<file path="src/rtl/sensor_pkg.sv">
// rtl/sensor_pkg.sv - shared channel state encoding and raw fault decode
package sensor_pkg;

  localparam int SENSOR_BITS = 4;

  typedef enum logic [1:0] {
    ST_OK    = 2'd0,
    ST_PEND  = 2'd1,
    ST_FAULT = 2'd2
  } chan_state_t;

  // A channel is in raw error when bit0 is set, or bit1 together with bit2 or bit3
  function automatic logic raw_error(input logic [SENSOR_BITS-1:0] s);
    return s[0] | (s[1] & (s[2] | s[3]));
  endfunction

endpackage

</file>
<file path="src/rtl/sensor_chan.sv">
// rtl/sensor_chan.sv - one sensor channel: raw decode, debounce FSM, sticky fault flag
module sensor_chan
  import sensor_pkg::*;
#(
  parameter int DEBOUNCE = 3
) (
  input  logic                   clk,
  input  logic                   rst,
  input  logic [SENSOR_BITS-1:0] bits,
  input  logic                   clear,
  output logic                   error,
  output logic                   fault_latched,
  output logic                   entering
);

  localparam int              CW   = $clog2(DEBOUNCE + 1);
  localparam logic [CW-1:0]   LAST = CW'(DEBOUNCE - 1);

  chan_state_t   state;
  logic [CW-1:0] count;
  logic          raw;

  // Decode raw error and flag the edge on which this channel will enter FAULT
  always_comb begin
    raw      = raw_error(bits);
    entering = 1'b0;
    if (raw) begin
      case (state)
        ST_OK:   entering = (DEBOUNCE == 1);
        ST_PEND: entering = (count == LAST);
        default: entering = 1'b0;
      endcase
    end
  end

  // Debounce FSM with registered error output; any raw=0 sample restarts from OK
  always_ff @(posedge clk or posedge rst) begin
    if (rst) begin
      state <= ST_OK;
      count <= '0;
      error <= 1'b0;
    end else begin
      case (state)
        ST_OK: begin
          if (raw) begin
            if (DEBOUNCE == 1) begin
              state <= ST_FAULT;
              error <= 1'b1;
            end else begin
              state <= ST_PEND;
              count <= CW'(1);
            end
          end else begin
            count <= '0;
          end
        end
        ST_PEND: begin
          if (!raw) begin
            state <= ST_OK;
            count <= '0;
          end else if (count == LAST) begin
            state <= ST_FAULT;
            error <= 1'b1;
          end else begin
            count <= count + 1'b1;
          end
        end
        ST_FAULT: begin
          if (!raw) begin
            state <= ST_OK;
            count <= '0;
            error <= 1'b0;
          end
        end
        default: begin
          state <= ST_OK;
          count <= '0;
          error <= 1'b0;
        end
      endcase
    end
  end

  // Sticky flag: a new fault entry beats a simultaneous clear
  always_ff @(posedge clk or posedge rst) begin
    if (rst) begin
      fault_latched <= 1'b0;
    end else if (entering) begin
      fault_latched <= 1'b1;
    end else if (clear) begin
      fault_latched <= 1'b0;
    end
  end

endmodule

</file>
<file path="src/rtl/sensor_monitor.sv">
// rtl/sensor_monitor.sv - multi-channel sensor fault monitor with saturating event count
module sensor_monitor
  import sensor_pkg::*;
#(
  parameter int NUM_CH    = 4,
  parameter int DEBOUNCE  = 3,
  parameter int CNT_WIDTH = 8
) (
  input  logic                          clk,
  input  logic                          rst,
  input  logic [SENSOR_BITS*NUM_CH-1:0] sensors,
  input  logic                          clear,
  output logic [NUM_CH-1:0]             error,
  output logic [NUM_CH-1:0]             fault_latched,
  output logic                          any_fault,
  output logic [CNT_WIDTH-1:0]          fault_count
);

  localparam int                   SW      = CNT_WIDTH + 5;
  localparam logic [CNT_WIDTH-1:0] CNT_MAX = {CNT_WIDTH{1'b1}};

  logic [NUM_CH-1:0]    entering;
  logic [4:0]           pop;
  logic [SW-1:0]        sum;
  logic [CNT_WIDTH-1:0] count_next;

  for (genvar k = 0; k < NUM_CH; k++) begin : g_chan
    sensor_chan #(.DEBOUNCE(DEBOUNCE)) u_chan (
      .clk           (clk),
      .rst           (rst),
      .bits          (sensors[SENSOR_BITS*k +: SENSOR_BITS]),
      .clear         (clear),
      .error         (error[k]),
      .fault_latched (fault_latched[k]),
      .entering      (entering[k])
    );
  end

  // Count channels entering FAULT this edge and clamp the running total
  always_comb begin
    pop = '0;
    for (int i = 0; i < NUM_CH; i++) begin
      pop = pop + 5'(entering[i]);
    end
    sum        = SW'(fault_count) + SW'(pop);
    count_next = (sum > SW'(CNT_MAX)) ? CNT_MAX : sum[CNT_WIDTH-1:0];
  end

  // Fault-entry event counter, unaffected by clear
  always_ff @(posedge clk or posedge rst) begin
    if (rst) begin
      fault_count <= '0;
    end else begin
      fault_count <= count_next;
    end
  end

  assign any_fault = |fault_latched;

endmodule
</file>
<file path="config.mk">
export PLATFORM = sky130hd
export DESIGN_NAME = sensor_monitor
export DESIGN_NICKNAME = d
export VERILOG_FILES = /design/src/rtl/sensor_pkg.sv /design/src/rtl/sensor_chan.sv /design/src/rtl/sensor_monitor.sv
export SDC_FILE = /design/constraint.sdc
export NUM_CORES = 1
export LEC_CHECK = 0
export CORE_MARGIN = 2
export CORE_UTILIZATION = 54
export DETAILED_ROUTE_END_ITERATION = 8
export HOLD_SLACK_MARGIN = 0.12
export PLACE_DENSITY = 0.84
export REMOVE_ABC_BUFFERS = 1
export SLEW_MARGIN = 20
export SYNTH_ARGS = -nofsm -noshare
export SYNTH_HDL_FRONTEND = slang
export SYNTH_HIERARCHICAL = 1
export SYNTH_SLANG_ARGS = --single-unit
</file>
<file path="constraint.sdc">
create_clock -name clk -period 5.45 [get_ports clk]
set_input_delay 1.09 -clock clk [delete_from_list [all_inputs] [get_ports clk]]
set_output_delay 1.09 -clock clk [all_outputs]
set_load 0.02 [all_outputs]
</file>
==> qor.yml, run 1 <==
syn_area_mm2: 0.00172
grt_start_max_net_pins: 10
fin_tns_setup_ns: 0
maxSlewHeadroom_pct: 78.3
p_seq_share_pct: 42.0
pin_count: 36
hp-class: "reg2reg"
rsz0062_at_grt: "false"
cts_buffer_depth: 2
clock_sinks: 32
drv_cap: 0
fin_crit_ns: 3.52
crit_path_end_kind: "flop"
tightest_slew_ns: 0.325
timing_hold_violations_final: 0
place_congestion: 0.825
place_area_mm2: 0.00213
diodes: 0
drt_iter0_markers: 82
crit_arrival_ns: 3.79
clkPwrFrac_pct: 13.0
netlist.area_leader.share_pct: 46.5
power.density_mw_per_mm2: 445
die_w_um: 60.5
yosysWarnings: 6
synth.area.top_cells: "dfrtp_1 (46%), inv_1 (5.7%), a21oi_1 (3.8%)"
synth_ff_type: "dfrtp_1"
p_leak_nw: 1.01
timing.final.ws_setup_ns: 1.93
num_vias: 1405
cts_resized: 0
fmax_ghz: 0.284
post_drt_wl_per_cell_um: 14.5
comb_power_share_pct: 45.0
hold_buffers: 0
hpwl_um: 2960
grt.total_usage_pct: 23.5
clock_latency_ns: 0.34
synth-async-reset-ratio_pct: 100
synth_edf_count: 0
fin_area_mm2: 0.00217
netlist_instances: 172
required_ns: 5.72
firstDrtPassIters: 6
crit_fanout: 4
yosys.area.top_type: "dfrtp_1"
cts_tree: "done"
postCtsSetupBuffers: 0
fin_skew_ns: 0.0116
worstSetupStartpointType: "primary input"
syn_area_per_cell_um2: 10.0
dp_worst_setup_slack_ns: 1.59
first_global_vias: 1455
ys_ff_latch: 32
rows: 20
initial_core_util_pct: 56.4
drive_above_1_share_pct: 8.88
synth-seq-area-share_pct: 46.5
drtAntennaViolNets: 0
slowest_delay_ns: 0.51
path_buf_inv: 4
cts-root-buf: "clkbuf_4"
criticalPathCategory: "in2reg"
totalWireLength_um: 3750
netlist_top_cells_count: "dfrtp_1 (32), inv_1 (26), nor2_1 (14)"
port_buffers: 35
dieArea_mm2: 0.00366
p_int_w: 0.000578
p_sw_share_pct: 40.2
viasPerCell: 5.45
synth.most_common_cell: "dfrtp_1"
finalMaxSlewViolations: 0
critPathTopFamily: "adder cells"
die_h_um: 60.5
route.detailed.drc: 0
synthDistinctLibCells: 29
setup-violations-final: 0
outcome: "completed"
worst_ir_drop_vdd_mv: 0.320
switchingPower_w: 0.000389
antenna_found_initial: 0
crit_slowest_cell: "fa_1"
critical_path.cell_chain: "clkdlybuf4s50_1 -> o21a_1 -> o211ai_2 -> inv_1 -> fa_1 -> inv_1 -> fa_1 -> inv_1 -> fa_1 -> nand2_1 -> nor2_4 -> nand4_2 -> nand2b_1"
numCtsBuffers: 5
utilization_pct: 71.2
core_mm2: 0.00305
overflow: 0
cts.htree.levels: 2
clkTransAtPathRegs_ns: 0.09
grt_pass1_wl_um: 6310
areaGrowthSynthToFinish_pct: 26.2
final_nets: 241
layout_worst_path_cycle_share_pct: 64.6
==> final timing paths <==
path | depth (start not counted) | to | slack [ns] | from
max in group asynchronous | 2 | fault_count[4] | 4.04 | rst
min in group asynchronous | 2 | g_chan[2].u_chan/error | 1.12 | rst
hold reg to reg | 1 | g_chan[0].u_chan/state[0] | 0.56 | g_chan[0].u_chan/state[0]
hold / removal | 1 | g_chan[0].u_chan/state[0] | 0.56 | g_chan[0].u_chan/state[0]
setup / recovery | 13 | fault_count[1] | 1.93 | sensors[3]
setup reg to reg | 13 | fault_count[1] | 2.66 | g_chan[0].u_chan/count[0]
==> per-layer routing <==
layer  vias to the layer above  track usage (%)  wire length (um)
li1                        669                -                 -
met1                       697             29.1              1630
met2                        33             40.1              1930
met3                         6             6.82               153
met4                         0             7.45                35
met5                         -                0                 0
==> per-stage QoR <==
step	power, W	hold WS (ns)	cells
CTS	0.000970	0.556	258
finish	0.000967	0.558	258
detailed placement	0.000844	0.540	251
global route	0.00104	0.587	258
global placement	0.000813	0.516	251
floorplan	0.000669	0.495	172
==> cell type report <==
class	instances	area [um2]
fill	238	878
multi-input combinational	114	825
sequential	32	801
timing repair buffer	35	350
inverter	26	97.6
tap	44	55.1
clock buffer	6	41.3
clock inverter	1	5.00
==> layout by cell type, fill, tap and decap left out, drive strengths merged <==
master | Yosys | final
clkdlybuf4s50 | 0 | 35
dfrtp | 32 | 32
inv | 26 | 26
nor2 | 15 | 15
a21oi | 13 | 13
nand2 | 10 | 10
nand2b | 9 | 9
o21ai | 9 | 9
xor2 | 6 | 6
clkbuf | 0 | 6
nor2b | 6 | 6
o21a | 5 | 5
ha | 5 | 5
o311ai | 5 | 5
a211oi | 4 | 4
o211ai | 4 | 4
o22a | 4 | 4
nand3b | 4 | 4
and2 | 4 | 4
fa | 3 | 3
a31oi | 2 | 2
mux2i | 2 | 2
nand4 | 1 | 1
o2111ai | 1 | 1
nand3 | 1 | 1
or4 | 1 | 1
clkinv | 0 | 1
==> sequential cells by signal (all words and copies together) (netlist names) <==
| name | count |
|---|---|
| fault_count | 8 |
| g_chan.u_chan/count | 8 |
| g_chan.u_chan/error | 4 |
| g_chan.u_chan/fault_latched | 4 |
| g_chan.u_chan/state | 8 |
==> logic make-up after synthesis <==
logic type	count (synthesis)	synth area share, %
AND/OR/NAND/NOR	51	16.7
multiplexers	2	1.16
adder cells (fa/ha/maj)	8	7.12
flip-flops	32	46.5
AO/OA/AOI/OAI	47	19.8
XOR/XNOR	6	3.05
buffers and inverters	26	5.66
==> power groups by stage <==
stage          combinational [W]  clock (W)  sequential (W)
2_1_floorplan           0.000235          0        0.000434
3_3_place_gp            0.000413          0        0.000399
3_5_place_dp            0.000434          0        0.000410
4_1_cts                 0.000438   0.000127        0.000405
5_1_grt                 0.000482   0.000142        0.000416
6_report                0.000435   0.000126        0.000407
Note: power is estimated with default switching activity, not from simulation.
==> inputs of run 2 (changes only) <==
Settings changed: CORE_UTILIZATION 54 to 46, PLACE_DENSITY 0.84 to 0.76.
Clock period 5.45 ns to 2.8 ns, I/O delays scaled along.
==> qor.yml, run 2 (synthesis results as in run 1) <==
clkTransAtPathRegs_ns: 0.06  # was 0.09 ns
totalWireLength_um: 3340  # was 3750 um
core_mm2: 0.00363  # was 0.00305 mm2
setup-violations-final: 0  # unchanged
critPathLaunch: "sensors[1]"  # was sensors[3]
fin_skew_ns: 0.00176  # was 0.0116 ns
cts_tree: "done"  # unchanged
p_leak_nw: 1.08  # was 1.01 nW
utilization_pct: 63.5  # was 71.2%
num_vias: 1374  # was 1405
clock_sinks: 32  # unchanged
comb_power_share_pct: 42.3  # was 45.0%
drv_cap: 0  # unchanged
cts-root-buf: "clkbuf_8"  # was clkbuf_4
power.density_mw_per_mm2: 870  # was 445 mW/mm2
diodes: 0  # unchanged
tightest_slew_ns: 0.319  # was 0.325 ns
clock_latency_ns: 0.28  # was 0.34 ns
worst_ir_drop_vdd_mv: 0.570  # was 0.320 mV
cts.htree.levels: 2  # unchanged
antenna_found_initial: 0  # unchanged
switchingPower_w: 0.000740  # was 0.000389 W
grt_pass1_wl_um: 5980  # was 6310 um
numCtsBuffers: 5  # unchanged
fmax_ghz: 0.368
hpwl_um: 2610  # was 2960 um
pin_count: 36  # unchanged
p_seq_share_pct: 39.0  # was 42.0%
place_area_mm2: 0.00218  # was 0.00213 mm2
grt.total_usage_pct: 18.5  # was 23.5%
cts_buffer_depth: 2  # unchanged
die_w_um: 65.2  # was 60.5 um
outcome: "completed"  # unchanged
reg2reg_depth: 12  # was 13
whs_path_depth: 2  # was 1
grt_start_max_net_pins: 10  # unchanged
areaGrowthSynthToFinish_pct: 33.8  # was 26.2%
viasPerCell: 5.09  # was 5.45
hp-start: "g_chan[3].u_chan/error"  # was g_chan[0].u_chan/state[0]
reg2reg_from: "g_chan[2].u_chan/count[0]"  # was g_chan[0].u_chan/count[0]
criticalPathCategory: "in2reg"  # unchanged
maxSlewHeadroom_pct: 78.7  # was 78.3%
whs_ns: 0.536  # was 0.558 ns
die_h_um: 65.2  # was 60.5 um
r2r_slack_ns: 0.17  # was 2.66 ns
crit_arrival_ns: 2.94  # was 3.79 ns
overflow: 0  # unchanged
crit_fanout: 4  # unchanged
final_nets: 249  # was 241
initial_core_util_pct: 47.4  # was 56.4%
hold_buffers: 0  # unchanged
port_buffers: 35  # unchanged
place_congestion: 0.809  # was 0.825
p_sw_share_pct: 36.9  # was 40.2%
largest_registers: "fault_count x8, g_chan.u_chan/count x8, g_chan.u_chan/state x8"  # unchanged
drtAntennaViolNets: 0  # unchanged
fin_tns_setup_ns: 0  # unchanged
drive_above_1_share_pct: 15.3  # was 8.88%
p_int_w: 0.00127  # was 0.000578 W
finalMaxSlewViolations: 0  # unchanged
crit_path_end_kind: "flop"  # unchanged
layout_worst_path_cycle_share_pct: 97.0
fin_crit_ns: 2.71
post_drt_wl_per_cell_um: 12.4  # was 14.5 um
clkPwrFrac_pct: 18.8  # was 13.0%
final_cell_mix: "dfrtp_1 (32), clkdlybuf4s50_1 (29), inv_1 (24)"  # was clkdlybuf4s50_1 (35), dfrtp_1 (32), inv_1 (26)
timing_hold_violations_final: 0  # unchanged
fin_area_mm2: 0.00231  # was 0.00217 mm2
drt_iter0_markers: 84  # was 82
worstSetupStartpointType: "primary input"  # unchanged
required_ns: 3.02  # was 5.72 ns
route.detailed.drc: 0  # unchanged
hp-class: "reg2reg"  # unchanged
first_global_vias: 1350  # was 1455
rows: 22  # was 20
layout_commonest_cell: "dfrtp_1"  # was clkdlybuf4s50_1
dieArea_mm2: 0.00425  # was 0.00366 mm2
firstDrtPassIters: 4  # was 6
run 2: changes by cell type in the layout (fill, tap and decap cells not counted), sizes merged:
cell,previous run,this run
buf,0,8
clkbuf,6,7
clkdlybuf4s50,35,29
clkinv,1,0
dlygate4sd2,0,5
dlymetal6s2s,0,1
run 2: what timing repair did:
| action | 4_1_cts | 5_1_grt |
|---|---|---|
| buffers inserted | 1 | 1 |
| setup endpoints to repair | 7 | 8 |
| gates resized for setup | 10 | 3 |
| pin swaps | 8 | 5 |
run 2: cell type report:
| class | count | area, um2 |
|---|---|---|
| well taps | 48 | 60.1 |
| repair buffers | 43 | 407 |
| multi-input cells | 114 | 845 |
| fillers | 330 | 1330 |
| inverters | 26 | 97.6 |
| clock buffers | 7 | 96.3 |
| flip-flops and latches | 32 | 801 |
run 2: power by group through the flow:
stage / Clock, W / Sequential, W / Combinational (W)
finish: 0.000377 / 0.000782 / 0.000848
global route: 0.000421 / 0.000811 / 0.000950
CTS: 0.000393 / 0.000782 / 0.000859
detailed placement: 0 / 0.000786 / 0.000844
global placement: 0 / 0.000785 / 0.000825
floorplan: 0 / 0.000844 / 0.000458
run 2: final timing paths:
kind,to
worst max register to register,fault_count[2]
max in group asynchronous,fault_count[2]
worst min register to register,g_chan[3].u_chan/error
worst min-delay path,g_chan[3].u_chan/error
worst max-delay path,fault_count[1]
min in group asynchronous,g_chan[2].u_chan/error
run 2: per-stage QoR:
stage	total power, W	instances	setup slack (ns)
floorplan	0.00130	172	0.0900
finish	0.00201	270	0.0853
detailed placement	0.00163	261	-0.401
global placement	0.00161	261	-0.352
global route	0.00218	270	-0.0159
CTS	0.00203	269	0.000803
run 2: worst max-delay path, stage by stage:
cell             delay (ns)
clkdlybuf4s50_1        0.40
o21a_1                 0.13
o211ai_2               0.16
inv_1                  0.07
fa_1                   0.49
inv_1                  0.05
fa_2                   0.34
inv_2                  0.06
fa_2                   0.21
nand2_2                0.07
nor2_4                 0.16
nand4_4                0.14
nand2b_1               0.10
run 2: routing by layer:
| layer | GRT usage [%] | wire length, um | up-vias |
|---|---|---|---|
| met5 | 0 | 0 | - |
| met4 | 7.81 | 73 | 0 |
| met3 | 5.82 | 196 | 6 |
| met2 | 28.7 | 1510 | 31 |
| met1 | 24.0 | 1560 | 645 |
| li1 | - | - | 692 |
==> inputs of run 3 (changes only) <==
Settings changed: CORE_MARGIN 2 to not set, CORE_UTILIZATION 46 to 44, PLACE_DENSITY 0.76 to 0.73.
==> qor.yml, run 3 (synthesis results as in run 1) <==
reg2reg_depth: 13  # was 12
hp-class: "reg2reg"  # unchanged
layout_commonest_cell: "dfrtp_1"  # unchanged
clock_sinks: 32  # unchanged
overflow: 0  # unchanged
use_met2_pct: 31.2  # was 28.7%
areaGrowthSynthToFinish_pct: 33.9  # was 33.8%
crit_slowest_cell: "fa_1"  # unchanged
clkPwrFrac_pct: 18.6  # was 18.8%
p_int_w: 0.00127  # about the same
crit_path_end_kind: "flop"  # unchanged
place_congestion: 0.812  # was 0.809
top_usage_layer: "met2"  # unchanged
criticalPathCategory: "in2reg"  # unchanged
numCtsBuffers: 5  # unchanged
p_sw_share_pct: 36.8  # was 36.9%
maxSlewHeadroom_pct: 79.4  # was 78.7%
hold-path-endpoint: "g_chan[2].u_chan/fault_latched"  # was g_chan[3].u_chan/error
rows: 22  # unchanged
clkTransAtPathRegs_ns: 0.06  # about the same
cts_buffer_depth: 2  # unchanged
initial_core_util_pct: 46.4  # was 47.4%
die_w_um: 64.6  # was 65.2 um
clock_latency_ns: 0.28  # about the same
crit_arrival_ns: 2.86  # was 2.94 ns
rsz0062_at_grt: "false"
dieArea_mm2: 0.00417  # was 0.00425 mm2
setup-violations-final: 0  # unchanged
p_seq_share_pct: 39.0  # about the same
num_vias: 1370  # was 1374
gr-usage-met3_pct: 5.28  # was 5.82%
whs_path_depth: 2  # unchanged
hpwl_um: 2590  # was 2610 um
drt_iter0_markers: 62  # was 84
grt_start_max_net_pins: 10  # unchanged
viasPerCell: 5.07  # was 5.09
outcome: "completed"  # unchanged
drive_above_1_share_pct: 15.8  # was 15.3%
hp-start: "g_chan[2].u_chan/fault_latched"  # was g_chan[3].u_chan/error
worstSetupStartpointType: "primary input"  # unchanged
power.density_mw_per_mm2: 869  # was 870 mW/mm2
cts.htree.levels: 2  # unchanged
grt_pass1_wl_um: 5950  # was 5980 um
grt_use_met1_pct: 22.8  # was 24.0%
layout_worst_path_cycle_share_pct: 95.2  # was 97.0%
core_mm2: 0.00372  # was 0.00363 mm2
hold_buffers: 0  # unchanged
path_buf_inv: 4  # unchanged
critPathTopFamily: "adder cells"  # unchanged
critical_path.cell_chain: "dlygate4sd2_1 -> o21a_1 -> o211ai_2 -> inv_2 -> fa_1 -> inv_1 -> fa_2 -> inv_2 -> fa_2 -> nand2_2 -> nor2_4 -> a21oi_2 -> a31oi_1"  # was clkdlybuf4s50_1 -> o21a_1 -> o211ai_2 -> inv_1 -> fa_1 -> inv_1 -> fa_2 -> inv_2 -> fa_2 -> nand2_2 -> nor2_4 -> nand4_4 -> nand2b_1
finalMaxSlewViolations: 0  # unchanged
die_h_um: 64.6  # was 65.2 um
fin_area_mm2: 0.00231  # about the same
worst_ir_drop_vdd_mv: 0.509  # was 0.570 mV
final_nets: 249  # unchanged
p_leak_nw: 1.08  # about the same
fmax_ghz: 0.375  # was 0.368 GHz
fin_crit_ns: 2.67  # was 2.71 ns
antenna_found_initial: 0  # unchanged
cts_tree: "done"  # unchanged
pin_count: 36  # unchanged
place_area_mm2: 0.00218  # unchanged
firstDrtPassIters: 4  # unchanged
post_drt_wl_per_cell_um: 12.4  # about the same
fin_tns_setup_ns: 0  # unchanged
cts-root-buf: "clkbuf_8"  # unchanged
first_global_vias: 1422  # was 1350
grt.total_usage_pct: 18.9  # was 18.5%
drv_cap: 0  # unchanged
port_buffers: 35  # unchanged
r2r_slack_ns: 0.23  # was 0.17 ns
timing_hold_violations_final: 0  # unchanged
r2r_end: "fault_count[6]"  # was fault_count[2]
slowest_delay_ns: 0.50  # was 0.49 ns
diodes: 0  # unchanged
required_ns: 3.00  # was 3.02 ns
largest_registers: "fault_count x8, g_chan.u_chan/count x8, g_chan.u_chan/state x8"  # unchanged
tightest_slew_ns: 0.309  # was 0.319 ns
totalWireLength_um: 3350  # was 3340 um
final_cell_mix: "dfrtp_1 (32), clkdlybuf4s50_1 (28), inv_1 (24)"  # was dfrtp_1 (32), clkdlybuf4s50_1 (29), inv_1 (24)
reg2reg_from: "g_chan[2].u_chan/count[0]"  # unchanged
crit_fanout: 4  # unchanged
route.detailed.drc: 0  # unchanged
drtAntennaViolNets: 0  # unchanged
comb_power_share_pct: 42.4  # was 42.3%
switchingPower_w: 0.000738  # was 0.000740 W
fin_skew_ns: 0.00591  # was 0.00176 ns
[run 3: cell types whose count changed in the layout (fill, tap and decap cells not counted), sizes merged]
cell           delta
clkdlybuf4s50     -1
dlygate4sd2       +1
[run 3: per-layer routing]
layer / part of all wire, % / wire [um]
met1: 45 / 1490
met2: 48 / 1620
met3: 4.8 / 162
met4: 2.1 / 71
met5: 0 / 0
[run 3: stage by stage]
step / worst slack (ns) / std cells / total power, W / hold WS (ns) / util (%)
after CTS: 0.0409 / 270 / 0.00203 / 0.534 / 62.0
after global placement: -0.347 / 261 / 0.00159 / 0.521 / 58.6
final: 0.134 / 270 / 0.00201 / 0.528 / 62.1
after detailed placement: -0.405 / 261 / 0.00163 / 0.517 / 58.6
after global routing: 0.00262 / 270 / 0.00216 / 0.565 / 62.1
after floorplan: 0.0900 / 172 / 0.00130 / 0.351 / -
[run 3: final cells by class]
| class | instances | area, um2 |
|---|---|---|
| Fill cell | 336 | 1410 |
| Clock buffer | 7 | 96.3 |
| Sequential cell | 32 | 801 |
| Multi-Input combinational cell | 114 | 847 |
| Inverter | 26 | 97.6 |
| Timing Repair Buffer | 43 | 405 |
| Tap cell | 48 | 60.1 |
[run 3: how the worst max path moves through the flow]
stage               depth (start not counted)        start              to  slack, ns
detailed placement                         13   sensors[3]  fault_count[0]      -0.40
global route                               13  sensors[11]  fault_count[1]      0.003
global placement                           13   sensors[3]  fault_count[1]      -0.35
CTS                                        13  sensors[10]  fault_count[6]       0.04
floorplan                                  12   sensors[3]  fault_count[1]       0.09
finish                                     13  sensors[11]  fault_count[6]       0.13
[run 3: worst min-delay path: stages, from the launching register on]
cell and delay (ns):
dfrtp_1 0.38, inv_1 0.05, o21ai_0 0.06
[run 3: repair_timing]
item                       in CTS  in global routing
setup endpoints to repair       7                  7
buffers inserted                2                  0
gates resized for setup        12                  3
pin swaps                       9                  5
[run 3: power groups by stage]
stage | Combinational, W | Sequential, W | Clock (W)
floorplan | 0.000458 | 0.000844 | 0
global placement | 0.000813 | 0.000778 | 0
detailed placement | 0.000840 | 0.000786 | 0
CTS | 0.000854 | 0.000783 | 0.000388
global route | 0.000948 | 0.000807 | 0.000405
finish | 0.000850 | 0.000782 | 0.000373
